`src/rtl/period_meter.sv`:
```
`timescale 1ns/1ps
// period_meter: measures rising-to-rising intervals of an asynchronous square
// wave in clk cycles. The input is synchronised by two flops, a third flop
// provides the previous value for rising-edge detection (3 clk latency).
//
// Output handshake: period_valid is a one-cycle strobe with no back-pressure.
// period is updated in the same cycle the strobe is high and holds its value
// until the next update; the consumer must capture it while the strobe is high.
//
// Optional feature macro: PERIOD_AVG_EN. When defined, four consecutive
// intervals are summed and the truncated average is reported once per four.
// state_dbg exposes the FSM state (0=IDLE, 1=MEAS, 2=TOUT) for checkers.
module period_meter #(
  parameter int CNT_W = 16
) (
  input  logic             clk,
  input  logic             reset,
  input  logic             sig_in,
  output logic [CNT_W-1:0] period,
  output logic             period_valid,
  output logic             timeout,
  output logic             locked,
  output logic [1:0]       state_dbg
);

  typedef enum logic [1:0] {
    IDLE = 2'd0,
    MEAS = 2'd1,
    TOUT = 2'd2
  } state_t;

  localparam logic [CNT_W-1:0] CNT_MAX = '1;
  localparam logic [CNT_W-1:0] CNT_ONE = CNT_W'(1);

  state_t           state;
  logic [CNT_W-1:0] cnt;
  logic             s1;
  logic             s2;
  logic             s3;
  logic             rise;

`ifdef PERIOD_AVG_EN
  logic [CNT_W+1:0] acc;
  logic [CNT_W+1:0] acc_sum;
  logic [1:0]       smp;
`endif

  // Synchroniser chain plus one delayed copy for edge detection.
  always_ff @(posedge clk) begin
    if (reset) begin
      s1 <= 1'b0;
      s2 <= 1'b0;
      s3 <= 1'b0;
    end else begin
      s1 <= sig_in;
      s2 <= s1;
      s3 <= s2;
    end
  end

  assign rise      = s2 & ~s3;
  assign state_dbg = state;

`ifdef PERIOD_AVG_EN
  // Running sum including the interval that ends on the current edge.
  always_comb begin
    acc_sum = acc + {2'b00, cnt};
  end
`endif

  // Measurement FSM: counts between edges, reports periods, detects timeout.
  always_ff @(posedge clk) begin
    if (reset) begin
      state        <= IDLE;
      cnt          <= '0;
      period       <= '0;
      period_valid <= 1'b0;
      timeout      <= 1'b0;
      locked       <= 1'b0;
`ifdef PERIOD_AVG_EN
      acc          <= '0;
      smp          <= '0;
`endif
    end else begin
      period_valid <= 1'b0;
      unique case (state)
        IDLE: begin
          // First edge only arms the counter; no interval exists yet.
          if (rise) begin
            state <= MEAS;
            cnt   <= CNT_ONE;
`ifdef PERIOD_AVG_EN
            acc   <= '0;
            smp   <= '0;
`endif
          end
        end
        MEAS: begin
          // Edge takes priority over saturation so a max-length interval
          // is still reported rather than timing out.
          if (rise) begin
            cnt <= CNT_ONE;
`ifdef PERIOD_AVG_EN
            if (smp == 2'd3) begin
              period       <= CNT_W'(acc_sum >> 2);
              period_valid <= 1'b1;
              locked       <= 1'b1;
              acc          <= '0;
              smp          <= '0;
            end else begin
              acc <= acc_sum;
              smp <= smp + 2'd1;
            end
`else
            period       <= cnt;
            period_valid <= 1'b1;
            locked       <= 1'b1;
`endif
          end else if (cnt == CNT_MAX) begin
            state   <= TOUT;
            timeout <= 1'b1;
            locked  <= 1'b0;
`ifdef PERIOD_AVG_EN
            acc     <= '0;
            smp     <= '0;
`endif
          end else begin
            cnt <= cnt + CNT_ONE;
          end
        end
        TOUT: begin
          // Counter stays frozen; the next edge re-arms without a strobe.
          if (rise) begin
            state   <= MEAS;
            cnt     <= CNT_ONE;
            timeout <= 1'b0;
`ifdef PERIOD_AVG_EN
            acc     <= '0;
            smp     <= '0;
`endif
          end
        end
        default: begin
          state <= IDLE;
        end
      endcase
    end
  end

endmodule

```
`config.mk`:
```
export PLATFORM = sky130hd
export DESIGN_NAME = period_meter
export DESIGN_NICKNAME = d
export VERILOG_FILES = /design/src/rtl/period_meter.sv
export SDC_FILE = /design/constraint.sdc
export NUM_CORES = 1
export LEC_CHECK = 0
export CAP_MARGIN = 25
export CORE_MARGIN = 2
export CORE_UTILIZATION = 40
export CTS_CLUSTER_DIAMETER = 80
export DETAILED_ROUTE_END_ITERATION = 12
export PLACE_DENSITY_LB_ADDON = 0.12
export SLEW_MARGIN = 20
export SYNTH_ARGS = -nofsm -noshare
export SYNTH_HDL_FRONTEND = slang
export SYNTH_SLANG_ARGS = --single-unit
```
`constraint.sdc`:
```
create_clock -name clk -period 3.6 [get_ports clk]
set_input_delay 0.36 -clock clk [delete_from_list [all_inputs] [get_ports clk]]
set_output_delay 0.36 -clock clk [all_outputs]
set_load 0.02 [all_outputs]
```
# Word-level counts from Yosys, hierarchy flattened
# Cells that the tools add are included.
dict set report op_classes {
  n_bitwise 3
  n_reduce_logical 11
  eq_ne 8
  n_addsub 1
  n_mux 15
}
# op n
set op_table {}
lappend op_table {{$mux 16} 3}
lappend op_table {{$pmux 16 s2} 1}
lappend op_table {{$add 16x1->16 const B} 1}
lappend op_table {{$eq 16x16->1 const B} 1}
lappend op_table {{$mux 1} 6}
lappend op_table {{$mux 2} 3}
lappend op_table {{$ne 2x2->1 const B} 3}
lappend op_table {{$reduce_and 3->1} 2}
lappend op_table {{$reduce_bool 2->1} 3}
lappend op_table {{$pmux 2 s2} 1}
lappend op_table {{$reduce_and 2->1} 2}
lappend op_table {{$reduce_and 4->1} 1}
lappend op_table {{$reduce_or 2->1} 2}
lappend op_table {{$ne 3x3->1 const B} 1}
lappend op_table {{$eq 2x1->1 const B} 1}
lappend op_table {{$eq 2x2->1 const B} 1}
lappend op_table {{$logic_not 2->1} 1}
lappend op_table {{$ne 2x1->1 const B} 1}
lappend op_table {{$not 1->1} 2}
lappend op_table {{$pmux 1 s2} 1}
lappend op_table {{$and 1x1->1} 1}
dict set report totals {
  output_inout_bits 21
  ff_bits 40
  word_cells 47
}

# Logic depth before layout (Yosys ltp)
# Gate-level depths: netlist of run 1.
dict set report depth {
  depth_word 4
  depth_mapped 6
  ltp_nobuf 5
}

# Worst setup path after synthesis of run 1
# No wires, ideal clock.
dict set report synth_path {
  kind {register -> register}
  from {register cnt[0]}
  to {register cnt[14]}
  t_arrival_ps 1459
  setup_slack_ps 2008
  synth_period_minus_slack_ps 1592
  path_buffers 0
  path_stages_with_launch 6
  required_ps 3467
  path_cell_list {dfxtp_1 -> ha_1 -> nand3_1 -> or4_1 -> nand4_1 -> o221ai_1}
}
dict set report synth_between {
  elab_chain_cells 4
  word_cells_on_any_way 7
  classes_between {add/sub (1); eq/ne (2); mux (3); reduce/logical (1)}
}
# element line
set synth_lines {}
lappend synth_lines {{from (decl)} 36} ;# logic [CNT_W-1:0] cnt;
lappend synth_lines {{from (signal assigned)} 128} ;# cnt <= cnt + CNT_ONE;
lappend synth_lines {{$add 16x1->16} 128}
lappend synth_lines {{$mux 16} 119} ;# end else if (cnt == CNT_MAX) begin
lappend synth_lines {{$mux 16} 101} ;# if (rise) begin
lappend synth_lines {{$pmux 16 s2} 86} ;# unique case (state)
# Parallel ways exist; a longest one is shown, timed or not. The select of a mux whose other input is x is not followed.
# A chain may end at the register's enable or synchronous reset.

# Final worst setup path of run 1
dict set report layout_path {
  from {register cnt[1]}
  to {register cnt[8]}
}
# Same word-level chain as after synthesis.

==> impl_metrics.csv, run 1 <==
group,metric,value,unit
worst_setup_path,rr_worst_depth,5,
floorplanning,start_util,42.1,%
sta,post-route-period-util,53.4,%
placed_design,place.gp.congestion,0.856,
cts,clk_pin_slew_worst_paths,80,ps
finish,n_antenna_cell,0,
worst_setup_path,cp-start-kind,"flop",
finish,final_cells,295,
cts,cts_tree,"done",
logic_synthesis,synth_area,0.00187,mm^2
pwr,seq_power_share,44.8,%
drt,routedWlPerCell,15.4,um
drt,drc,0,
cts,clockBufferDepth,2,
finish,layout_common_cells,"nand2_1 (48), dfxtp_1 (40), clkdlybuf4s50_1 (23), a21oi_1 (21), inv_1 (12)",
logic_synthesis,ys_ff_latch,40,
drt,avgViaCountPerCell,5.81,
global_route,antenna_found_initial,0,
sta,slew_headroom,46.8,%
logic_synthesis,synth_warnings,0,
floorplanning,die_y,72.4,um
cts,clock_latency,300,ps
sta,final_max_slew_viol_count,0,
sta,tightest_slew,795,ps
sta,setup-tns-final,0,ps
drt,routed_wl,4530,um
logic_synthesis,ys.flop_type,"dfxtp_1",
cts,cts_hold_buffers,0,
sta,post-route-min-period,1920,ps
drt,drt_iter0_drc,125,
pwr,power.total,1000,uW
worst_setup_path,critPathMaxFanout,15,
global_route,grt_usage,18.4,%
floorplanning,rows,24,
pwr,internal-power,806,uW
hold_path,holdPathStages,2,
drt,firstDrtPassIters,4,
cts,cts_made_buffers,5,
pwr,switching_share,19.7,%
sta,setup_violations,0,
sta,clock_skew,10.3,ps
pwr,power.density,444,mW/mm^2
sta,grt_setup_unrepaired,"no",
cts,clock_sinks,40,
floorplanning,core_area,0.00444,mm^2
cts,cts_resized,0,
logic_synthesis,netlist_instances,225,
worst_setup_path,worst-endpoint-arrival,2120,ps
global_route,grt_pass1_vias,1463,
drt,ant_nets,0,
pwr,power.switching,198,uW
finish,final_common_cell,"nand2_1",
sta,setup_ws,1680,ps
worst_setup_path,worst_ep_required_time,3800,ps
floorplanning,die_area,0.00524,mm^2
finish,fill_cells,454,
finish,nNetsFinal,246,
logic_synthesis,ys_seq_area_share,42.8,%
finish,drive_gt1_share,7.82,%
cts,cts_setup_buffers,0,
global_route,grt_max_degree,26,
sta,timing.fmax,0.520,GHz
cts,cts_root_buf,"clkbuf_8",
placed_design,place_inst,286,
placed_design,dp_hpwl,3010,um
drt,vias,1715,
worst_setup_path,cp-end-kind,"flop",
hold_path,worstHoldPathType,"reg -> reg",
pwr,share_clk_of_total_power,51.1,%
cts,cts_max_level,2,
run_status,status,"complete, no violations",
finish,area.growth.synth_to_final,20.9,%
global_route,grt_pass1_wl,7440,um
placed_design,portBuffers,23,
logic_synthesis,synth_cell_type_count,44,
worst_setup_path,worstSetupPathType,"reg -> reg",
flow_run,max_cap_viol_count,0,
sta,finalHoldViolations,0,
logic_synthesis,synth_edf_count,0,
logic_synthesis,syn_avg_cell_area,8.31,um^2
pwr,p_comb_share,4.2,%
pwr,ir_drop,0.254,mV
pwr,p_leak,0.000700,uW
global_route,grt.overflow.total,0,
logic_synthesis,async_reset_ff_share,0,%
placed_design,pre_cts_slack,1600,ps
floorplanning,ioPinCount,24,
floorplanning,die_w,72.4,um
logic_synthesis,syn-num-nets,229,
state kept, by name, summed over array words and instances (netlist names):
name,cells
cnt,16
s2,1
period_valid,1
timeout,1
state_dbg,2
period,16
locked,1
s1,1
s3,1
cells by family (layout without fill, tap and decap cells):
family	count (synthesis)	count (layout)	synth area share (%)
fa+ha+maj	1	1	0.669
flops	40	40	42.8
buf+inv	27	45	6.62
mux	1	1	0.602
simple gates	102	102	28.3
compound gates	54	54	21.0
synth_stat cells (all sizes together), types with 2 or more instances:
library cell,number,share of area [%]
nand2,48,9.6
a221oi,6,2.8
and3,4,1.3
o32ai,9,4.2
nor2b,4,1.3
or4,4,1.6
nor3,3,1.4
dfxtp,40,43
o21ai,4,1.1
inv,12,2.4
a211oi,2,0.80
a21oi,22,6.1
nand4,8,2.7
or3,2,0.67
o31ai,2,0.80
and4,4,2.0
nor2,5,1.1
clkbuf,8,1.6
nand2b,3,1.0
buf,7,2.6
nand3,11,2.9
and2,2,0.67
per-stage QoR:
| step | utilization [%] | hold WS (ps) | instance area [um^2] |
|---|---|---|---|
| after CTS | 50.7 | 457 | 2250 |
| after global routing | 50.9 | 471 | 2260 |
| final | 50.9 | 454 | 2260 |
| after global placement | 47.1 | 443 | 2090 |
| after floorplan | - | 414 | 1870 |
| after detailed placement | 47.1 | 445 | 2090 |
worst max-delay path, cell delays in order (launching register included):
cell and delay (ps):
dfxtp_1 410, ha_1 230, nand3_1 220, nor3_4 520, a221oi_1 190, o32ai_1 260
final cells by class:
cell class                      count  area, um^2  area share [%]
Sequential cell                    40         801            35.4
Clock inverter                      3        90.1            3.98
Multi-Input combinational cell    158         946            41.8
Clock buffer                        5        68.8            3.04
Inverter                           12        45.0            1.99
Timing Repair Buffer               25         245            10.8
Tap cell                           52        65.1            2.88
metal layers:
metal | part of all wire (%) | wire [um] | global-route usage, % | vias to the layer above
li1 | - | - | - | 846
met3 | 4.0 | 181 | 4.17 | 5
met1 | 50 | 2250 | 26.0 | 828
met2 | 45 | 2020 | 26.9 | 36
met5 | 0 | 0 | 0 | -
met4 | 1.9 | 84 | 8.02 | 0
power groups by stage:
stage / clock network, uW / registers (uW) / logic (uW)
floorplan: 0 / 459 / 29.1
global placement: 0 / 459 / 41.6
detailed placement: 0 / 459 / 41.1
CTS: 521 / 449 / 41.5
global route: 535 / 450 / 46.3
finish: 513 / 449 / 41.7
worst paths after layout:
check | startpoint | endpoint | slack (ps)
worst min register to register | period[8]$_SDFFE_PP0N_ | period[8]$_SDFFE_PP0N_ | 450
worst max-delay path | cnt[1]$_SDFFE_PP0P_ | cnt[8]$_SDFFE_PP0P_ | 1680
worst max register to register | cnt[1]$_SDFFE_PP0P_ | cnt[8]$_SDFFE_PP0P_ | 1680
worst min-delay path | period[8]$_SDFFE_PP0N_ | period[8]$_SDFFE_PP0N_ | 450
Power figures use the tool's default switching activity.
==> inputs of run 2 (changes only) <==
==> constraint.sdc (replaced) <==
create_clock -name clk -period 1.9 [get_ports clk]
set_input_delay 0.19 -clock clk [delete_from_list [all_inputs] [get_ports clk]]
set_output_delay 0.19 -clock clk [all_outputs]
set_load 0.02 [all_outputs]
==> run 2 against run 1 <==
  * Critical path depth rose by 1
  * First-iteration DRC count fell by 23%
  * Setup slack worse by 1600 ps
  * Global-route usage increased by 1.1 points
  * Largest cell class unchanged
  * Highest routed layer unchanged
==> impl_metrics.csv, run 2 (synthesis gave the netlist of run 1 again) <==
group,metric,value,unit
floorplanning,ioPinCount,24,
global_route,grt_max_degree,19,
worst_setup_path,critPathMaxFanout,6,
floorplanning,die_area,0.00524,mm^2
pwr,ir_drop,0.277,mV
pwr,p_leak,0.000753,uW
finish,n_antenna_cell,0,
sta,post-route-period-util,93.3,%
sta,final_max_slew_viol_count,0,
finish,nNetsFinal,261,
worst_setup_path,cp-start-kind,"flop",
sta,slew_headroom,51.5,%
cts,clock_sinks,40,
worst_setup_path,worst-endpoint-arrival,1980,ps
worst_setup_path,cp-end-kind,"flop",
drt,avgViaCountPerCell,5.58,
sta,clock_skew,4.45,ps
global_route,grt.overflow.total,0,
drt,firstDrtPassIters,4,
cts,cts_max_level,2,
drt,routedWlPerCell,14.8,um
finish,drive_gt1_share,13.2,%
placed_design,place.gp.congestion,0.829,
sta,post-route-min-period,1770,ps
drt,routed_wl,4570,um
floorplanning,core_area,0.00444,mm^2
cts,clk_pin_slew_worst_paths,70,ps
global_route,antenna_found_initial,0,
global_route,grt_pass1_wl,7960,um
worst_setup_path,worst_ep_required_time,2110,ps
drt,drc,0,
run_status,status,"complete, no violations",
placed_design,portBuffers,23,
sta,setup_violations,0,
pwr,power.density,663,mW/mm^2
cts,cts_root_buf,"clkbuf_8",
drt,vias,1724,
drt,drt_iter0_drc,96,
floorplanning,die_w,72.4,um
sta,finalHoldViolations,0,
finish,layout_common_cells,"nand2_1 (48), dfxtp_1 (40), clkdlybuf4s50_1 (23), a21oi_1 (21), buf_4 (16)",
floorplanning,rows,24,
global_route,grt_usage,19.5,%
flow_run,max_cap_viol_count,0,
sta,timing.fmax,0.564,GHz
drt,ant_nets,0,
global_route,grt_pass1_vias,1638,
cts,cts_made_buffers,5,
cts,cts_tree,"done",
cts,clock_latency,290,ps
finish,final_common_cell,"nand2_1",
hold_path,worstHoldPathType,"in -> reg",
worst_setup_path,worstSetupPathType,"reg -> reg",
sta,grt_setup_unrepaired,"no",
sta,tightest_slew,724,ps
finish,area.growth.synth_to_final,24.5,%
cts,clockBufferDepth,2,
placed_design,dp_hpwl,3350,um
floorplanning,start_util,42.1,%
pwr,power.total,1540,uW
floorplanning,die_y,72.4,um
sta,setup-tns-final,0,ps
finish,fill_cells,424,
-- run 2: critical path, cell delays in order, from the launching register on --
cell	delay, ps
dfxtp_1	420
ha_1	250
and3_1	260
buf_4	160
nand2_1	60
or4_1	410
o32ai_1	120
-- run 2: through the flow --
step / hold slack (ps) / setup WS (ps) / std cells / utilization (%) / area (um^2)
3_3_place_gp: 439 / 186 / 302 / 50.1 / 2230
3_5_place_dp: 446 / 170 / 302 / 50.1 / 2230
2_1_floorplan: 318 / 308 / 225 / - / 1870
5_1_grt: 466 / 14.8 / 309 / 52.4 / 2330
6_report: 450 / 127 / 309 / 52.4 / 2330
4_1_cts: 441 / 149 / 309 / 52.3 / 2320
-- run 2: layout make-up --
cell class	instances	area, um^2	area share [%]
inverter	12	45.0	1.93
clock buffer	7	96.3	4.14
multi-input combinational	158	951	40.8
tap	52	65.1	2.79
timing repair buffer	40	370	15.9
sequential	40	801	34.4
-- run 2: timing repair --
item	4_1_cts	5_1_grt
endpoints found under the setup margin	0	3
setup buffers	0	0
resized for setup	0	1
hold buffers	0	0
endpoints found under the hold margin	0	0
-- run 2: path summary, 6_finish.rpt --
kind / start / slack [ps] / depth (start not counted) / endpoint
setup reg to reg: cnt[0]$_SDFFE_PP0P_ / 130 / 6 / cnt[10]$_SDFFE_PP0P_
hold / removal: sig_in / 450 / 2 / s1$_SDFF_PP0_
hold reg to reg: period[15]$_SDFFE_PP0N_ / 450 / 2 / period[15]$_SDFFE_PP0N_
setup / recovery: cnt[0]$_SDFFE_PP0P_ / 130 / 6 / cnt[10]$_SDFFE_PP0P_
-- run 2: report_power, final --
part | internal (uW) | total (uW) | switching [uW]
combinational | 35.1 | 89.1 | 54.1
clock | 323 | 605 | 282
sequential | 844 | 850 | 6.43
-- run 2: metal layers --
metal / wire length [um] / part of all wire [%] / up-vias / global-route usage, %
met5: 0 / 0 / - / 0
met3: 149 / 3.3 / 5 / 4.58
met1: 2280 / 50 / 809 / 26.9
li1: - / - / 879 / -
met4: 61 / 1.3 / 0 / 6.17
met2: 2080 / 46 / 31 / 30.4
==> inputs of run 3 (changes only) <==
--- a/config.mk
+++ b/config.mk
@@ -10,6 +10,7 @@
 export CORE_UTILIZATION = 40
 export CTS_CLUSTER_DIAMETER = 80
 export DETAILED_ROUTE_END_ITERATION = 12
+export HOLD_SLACK_MARGIN = 0.02
 export PLACE_DENSITY_LB_ADDON = 0.12
 export SLEW_MARGIN = 20
 export SYNTH_ARGS = -nofsm -noshare
==> results of run 3 <==
No change in the layout: final DEF, timing and power equal those of run 2.
